## src/rtl/div_iter.sv

```systemverilog
// Iterative radix-2 restoring divider (DIV/DIVU) that stalls the pipeline while busy.
// Optional build macro DIV_ZERO_FAST_EN: a zero divisor skips the iteration loop.
module div_iter #(
  parameter int WIDTH = 32
) (
  input  logic               clk,
  input  logic               resetn,
  input  logic               start,
  input  logic               signed_div,
  input  logic [WIDTH-1:0]   a,
  input  logic [WIDTH-1:0]   b,
  input  logic               annul,
  output logic               stall,
  output logic               ready,
  output logic [2*WIDTH-1:0] result
);

  localparam int CNT_W = (WIDTH > 1) ? $clog2(WIDTH) : 1;
  localparam logic [CNT_W-1:0] LAST = CNT_W'(WIDTH - 1);

  typedef enum logic [1:0] {IDLE, BUSY, DONE} state_t;

  function automatic logic [WIDTH-1:0] abs_val(input logic [WIDTH-1:0] v, input logic en);
    return (en && v[WIDTH-1]) ? -v : v;
  endfunction

  function automatic logic [WIDTH-1:0] neg_if(input logic [WIDTH-1:0] v, input logic en);
    return en ? -v : v;
  endfunction

  state_t               state_q, state_d;
  logic [WIDTH:0]       rem_q, rem_d;
  logic [WIDTH-1:0]     quo_q, quo_d;
  logic [WIDTH-1:0]     dvs_q, dvs_d;
  logic [WIDTH-1:0]     araw_q, araw_d;
  logic                 qneg_q, qneg_d;
  logic                 rneg_q, rneg_d;
  logic                 dz_q, dz_d;
  logic [CNT_W-1:0]     cnt_q, cnt_d;
  logic [2*WIDTH-1:0]   fin_q, fin_d;
  logic [2*WIDTH-1:0]   result_q, result_d;

  logic [WIDTH+1:0]     shifted;
  logic [WIDTH+1:0]     diff;

  always_comb begin
    state_d  = state_q;
    rem_d    = rem_q;
    quo_d    = quo_q;
    dvs_d    = dvs_q;
    araw_d   = araw_q;
    qneg_d   = qneg_q;
    rneg_d   = rneg_q;
    dz_d     = dz_q;
    cnt_d    = cnt_q;
    fin_d    = fin_q;
    result_d = result_q;

    // Partial remainder shifted left with the next dividend bit; the top bit of diff is the borrow.
    shifted = {rem_q, quo_q[WIDTH-1]};
    diff    = shifted - {2'b00, dvs_q};

    case (state_q)
      IDLE: begin
        if (start && !annul) begin
          araw_d  = a;
          dvs_d   = abs_val(b, signed_div);
          quo_d   = abs_val(a, signed_div);
          rem_d   = '0;
          qneg_d  = signed_div && (a[WIDTH-1] != b[WIDTH-1]);
          rneg_d  = signed_div && a[WIDTH-1];
          dz_d    = (b == '0);
          cnt_d   = '0;
          state_d = BUSY;
`ifdef DIV_ZERO_FAST_EN
          if (b == '0) begin
            fin_d   = {a, {WIDTH{1'b1}}};
            state_d = DONE;
          end
`endif
        end
      end
      BUSY: begin
        if (annul) begin
          state_d = IDLE;
        end else begin
          rem_d = diff[WIDTH+1] ? shifted[WIDTH:0] : diff[WIDTH:0];
          quo_d = {quo_q[WIDTH-2:0], ~diff[WIDTH+1]};
          cnt_d = cnt_q + 1'b1;
          if (cnt_q == LAST) begin
            state_d = DONE;
            fin_d   = dz_q ? {araw_q, {WIDTH{1'b1}}}
                           : {neg_if(rem_d[WIDTH-1:0], rneg_q), neg_if(quo_d, qneg_q)};
          end
        end
      end
      DONE: begin
        state_d = IDLE;
        if (!annul) result_d = fin_q;
      end
      default: state_d = IDLE;
    endcase
  end

  always_ff @(posedge clk or negedge resetn) begin
    if (!resetn) begin
      state_q  <= IDLE;
      rem_q    <= '0;
      quo_q    <= '0;
      dvs_q    <= '0;
      araw_q   <= '0;
      qneg_q   <= 1'b0;
      rneg_q   <= 1'b0;
      dz_q     <= 1'b0;
      cnt_q    <= '0;
      fin_q    <= '0;
      result_q <= '0;
    end else begin
      state_q  <= state_d;
      rem_q    <= rem_d;
      quo_q    <= quo_d;
      dvs_q    <= dvs_d;
      araw_q   <= araw_d;
      qneg_q   <= qneg_d;
      rneg_q   <= rneg_d;
      dz_q     <= dz_d;
      cnt_q    <= cnt_d;
      fin_q    <= fin_d;
      result_q <= result_d;
    end
  end

  // The finished value is already in fin_q, so it is visible in the ready cycle itself.
  assign stall  = ((state_q == IDLE) && start && !annul) || (state_q == BUSY);
  assign ready  = (state_q == DONE) && !annul;
  assign result = ready ? fin_q : result_q;

endmodule

```

## config.mk

```make
export PLATFORM = sky130hd
export DESIGN_NAME = div_iter
export DESIGN_NICKNAME = d
export VERILOG_FILES = /design/src/rtl/div_iter.sv
export SDC_FILE = /design/constraint.sdc
export NUM_CORES = 1
export LEC_CHECK = 0
export ABC_CLOCK_PERIOD_IN_PS = 8700
export BUFFER_PORTS_ARGS = -buffer_cell sky130_fd_sc_hd__buf_4
export CAP_MARGIN = 20
export CORE_ASPECT_RATIO = 0.7
export CORE_MARGIN = 5
export CORE_UTILIZATION = 32
export CTS_BUF_LIST = sky130_fd_sc_hd__clkbuf_8 sky130_fd_sc_hd__clkbuf_16
export DETAILED_ROUTE_END_ITERATION = 8
export GPL_ROUTABILITY_DRIVEN = 0
export SETUP_SLACK_MARGIN = 0.4
export SYNTH_ARGS = -nofsm -noshare
export SYNTH_HDL_FRONTEND = slang
export SYNTH_SLANG_ARGS = --single-unit
```

## constraint.sdc

```tcl
create_clock -name clk -period 8.7 [get_ports clk]
set_input_delay 0.87 -clock clk [delete_from_list [all_inputs] [get_ports clk]]
set_output_delay 0.87 -clock clk [all_outputs]
set_load 0.01 [all_outputs]
```

==> impl_metrics.tcl <==
set metrics [dict create \
    status "finished clean" \
    netlist_top_cells_area "dfrtp_1, nand2_1, o21ai_0" \
    endpoint_kind "register" \
    hpwl_um 35100 \
    first_pass_iters 5 \
    worstPathArrival_ns 6.43 \
    port_buffers 134 \
    cts_max_path_buffers 3 \
    wl_per_cell_um 18.4 \
    crit_path_cell_trace "ha_1, a21oi_2, o21ai_1, a21oi_2, o211ai_4, o21a_1, nor2_8, inv_2, mux2i_1, ha_1, inv_1, nor4b_1, nand2_1, a21oi_1, a41oi_1, o41ai_1, xor2_1, a221o_1" \
    cts_buffers 29 \
    syn_to_final_growth_pct 16.8 \
    synthTopCellsByCount "nand2_1, dfrtp_1, o21ai_0" \
    fin_worst_skew_ns 0.0185 \
    fin_worst_hold_slack_ns 0.350 \
    rsz0062_at_grt "no" \
    critical-path-slowest-cell "nor2_8" \
    syn_area_um2 16000 \
    maximum_number_of_pins_on_one_net_before_global_route_repair 111 \
    fin_tns_setup_ns 0 \
    grtUsageTotal_pct 16.9 \
    cp-start-kind "register" \
    layout.cells.non_filler 2570 \
    cts.sinks 267 \
    worstSetupPathType "register to register" \
    dr_total_vias 13600 \
    layout-drive-gt1-share_pct 16.8 \
    dpl.cell_count 2512 \
    synth_top_flop_cell "dfrtp_1" \
    worst-endpoint-required_ns 9.15 \
    start_util_pct 32.4 \
    critical_path.n_buffers_inverters 2 \
    cts_tree "done" \
    relSlewSlack_pct 29.5 \
    clock-root-buffer "clkbuf_16" \
    synth.lib_cells_used.distinct 92 \
    critical_path.max_stage_delay_ns 0.62 \
    dieHeight_um 197 \
    route.detailed.drc 0 \
    synth_most_common_cell "nand2_1" \
    rows 68 \
    fillers 5003 \
    synth_warn 0 \
    final-hold-violation-count 0 \
    power_mw 4.59 \
    mean_syn_cell_area_um2 8.93 \
    cts_hold_repair.buffers 0 \
    ios 135 \
    drv_cap 0 \
    maxSlewViolCount 0 \
    finished_cell_area_um2 18700 \
    fmaxAchievable_ghz 0.167 \
    power_density_nw_per_um2 245 \
    synth_enable_flop_cells 0 \
    yosys.area.top_type_share_pct 41.7 \
    hold_path.class "input port to async pin" \
    power_leakage_nw 8.64 \
    synth_top_area_cell "dfrtp_1" \
    period_minus_slack_ns 5.98 \
    total_nets_final 1990 \
    grt_pass1_wl_um 75900 \
    layout_worst_path_cycle_share_pct 68.7 \
    cts_setup_buffers 0 \
    drt.antenna.violating_nets 0 \
    tightest_slew_ns 1.06 \
    postSynthCellCount 1795 \
    path_max_fanout 33 \
    clock_latency_ns 0.57 \
    synth-seq-area-share_pct 41.7 \
    floorplan.die_area_um2 54700 \
    postPlaceCellArea_um2 17600 \
    path_clk_slew_ns 0.07 \
    ys_ff_latch 267 \
    core-area_um2 49400 \
    first_global_vias 13400 \
    htree_num_levels 1 \
    fp.dieW_um 277 \
    vdd_drop_max_mv 0.129 \
    synth.net_count 1903 \
    grt-ovfl-total 0 \
    antenna_found_initial 4 \
    drt_wl_total_um 47300 \
    async_flop_share_pct 100 \
    setup_violations 0 \
    path_delay_family "compound AO/OA/AOI/OAI gates" \
    drt_iter0_markers 1231 \
    cts_resized 0 \
    routed_via_density 5.31 \
]
## power by group
| part | switching (mW) | internal [mW] |
|---|---|---|
| Clock | 0.540 | 0.801 |
| Combinational | 1.10 | 0.651 |
| Sequential | 0.137 | 1.36 |
## area by class of cell
| cell class | count | area (µm²) | share of cell area [%] |
|---|---|---|---|
| clock buffers | 34 | 795 | 4.24 |
| repair buffers | 154 | 1220 | 6.54 |
| multi-input cells | 1377 | 8750 | 46.7 |
| clock inverters | 19 | 240 | 1.28 |
| flip-flops and latches | 267 | 6680 | 35.7 |
| well taps | 665 | 832 | 4.44 |
| diodes | 1 | 2.50 | 0.0134 |
| inverters | 53 | 199 | 1.06 |
## layer usage
metal | track usage (%) | routed length [µm]
met1 | 24.6 | 22300
met2 | 26.4 | 20900
met3 | 3.73 | 3350
met4 | 2.72 | 720
met5 | 0 | 40
## state kept, by name, summed over array words and instances, names as in the netlist
register,flops
qneg_q,1
state_q,2
dz_q,1
cnt_q,5
result_q,64
dvs_q,32
rneg_q,1
quo_q,32
araw_q,32
rem_q,33
fin_q,64
## logic make-up (layout without fill, tap and decap cells)
| logic type | count (synthesis) | in the layout | synth area share, % |
|---|---|---|---|
| multiplexers | 105 | 105 | 7.07 |
| buffers and inverters | 151 | 260 | 3.94 |
| flip-flops | 267 | 267 | 41.7 |
| AND/OR/NAND/NOR | 604 | 604 | 17.7 |
| other | 0 | 1 | 0 |
| adder cells (fa/ha/maj) | 39 | 39 | 3.09 |
| XOR/XNOR | 132 | 132 | 7.21 |
| AO/OA/AOI/OAI | 497 | 497 | 19.3 |
## cell usage in the layout, fill, tap and decap left out, types with 6 or more instances in the layout
master / instances
a211oi_1: 10
a21o_1: 12
a21oi_1: 140
a21oi_2: 6
a31oi_1: 18
and2_1: 11
and3_1: 16
buf_4: 150
clkbuf_16: 29
dfrtp_1: 267
ha_1: 38
inv_1: 55
mux2_2: 65
mux2i_1: 40
nand2_1: 280
nand2b_1: 12
nand3_1: 20
nand3b_1: 8
nand4_1: 8
nor2_1: 127
nor3_1: 30
nor4_1: 15
o211ai_1: 6
o21a_1: 13
o21ai_0: 188
o21ai_1: 12
o31ai_1: 19
o41ai_1: 10
or3_1: 18
or4_1: 13
xnor2_1: 55
xor2_1: 77
## per-stage QoR
| stage | util, % | setup WS [ns] |
|---|---|---|
| 5_1_grt | 37.9 | 2.37 |
| 6_report | 37.9 | 2.72 |
| 2_1_floorplan | - | 3.34 |
| 4_1_cts | 37.7 | 2.83 |
| 3_3_place_gp | 35.6 | 3.04 |
| 3_5_place_dp | 35.6 | 2.87 |
## final timing paths
kind                            start            to  slack (ns)  cells after the start
max                          rem_q[7]     fin_q[62]        2.72                     18
min                            resetn  result_q[41]        0.35                      1
max reg2reg                  rem_q[7]     fin_q[62]        2.72                     18
min reg2reg                araw_q[21]    araw_q[21]        0.47                      2
max in group asynchronous      resetn  result_q[58]        7.05                      3
min in group clk           araw_q[21]    araw_q[21]        0.47                      2
(Power assumes the default switching activity.)
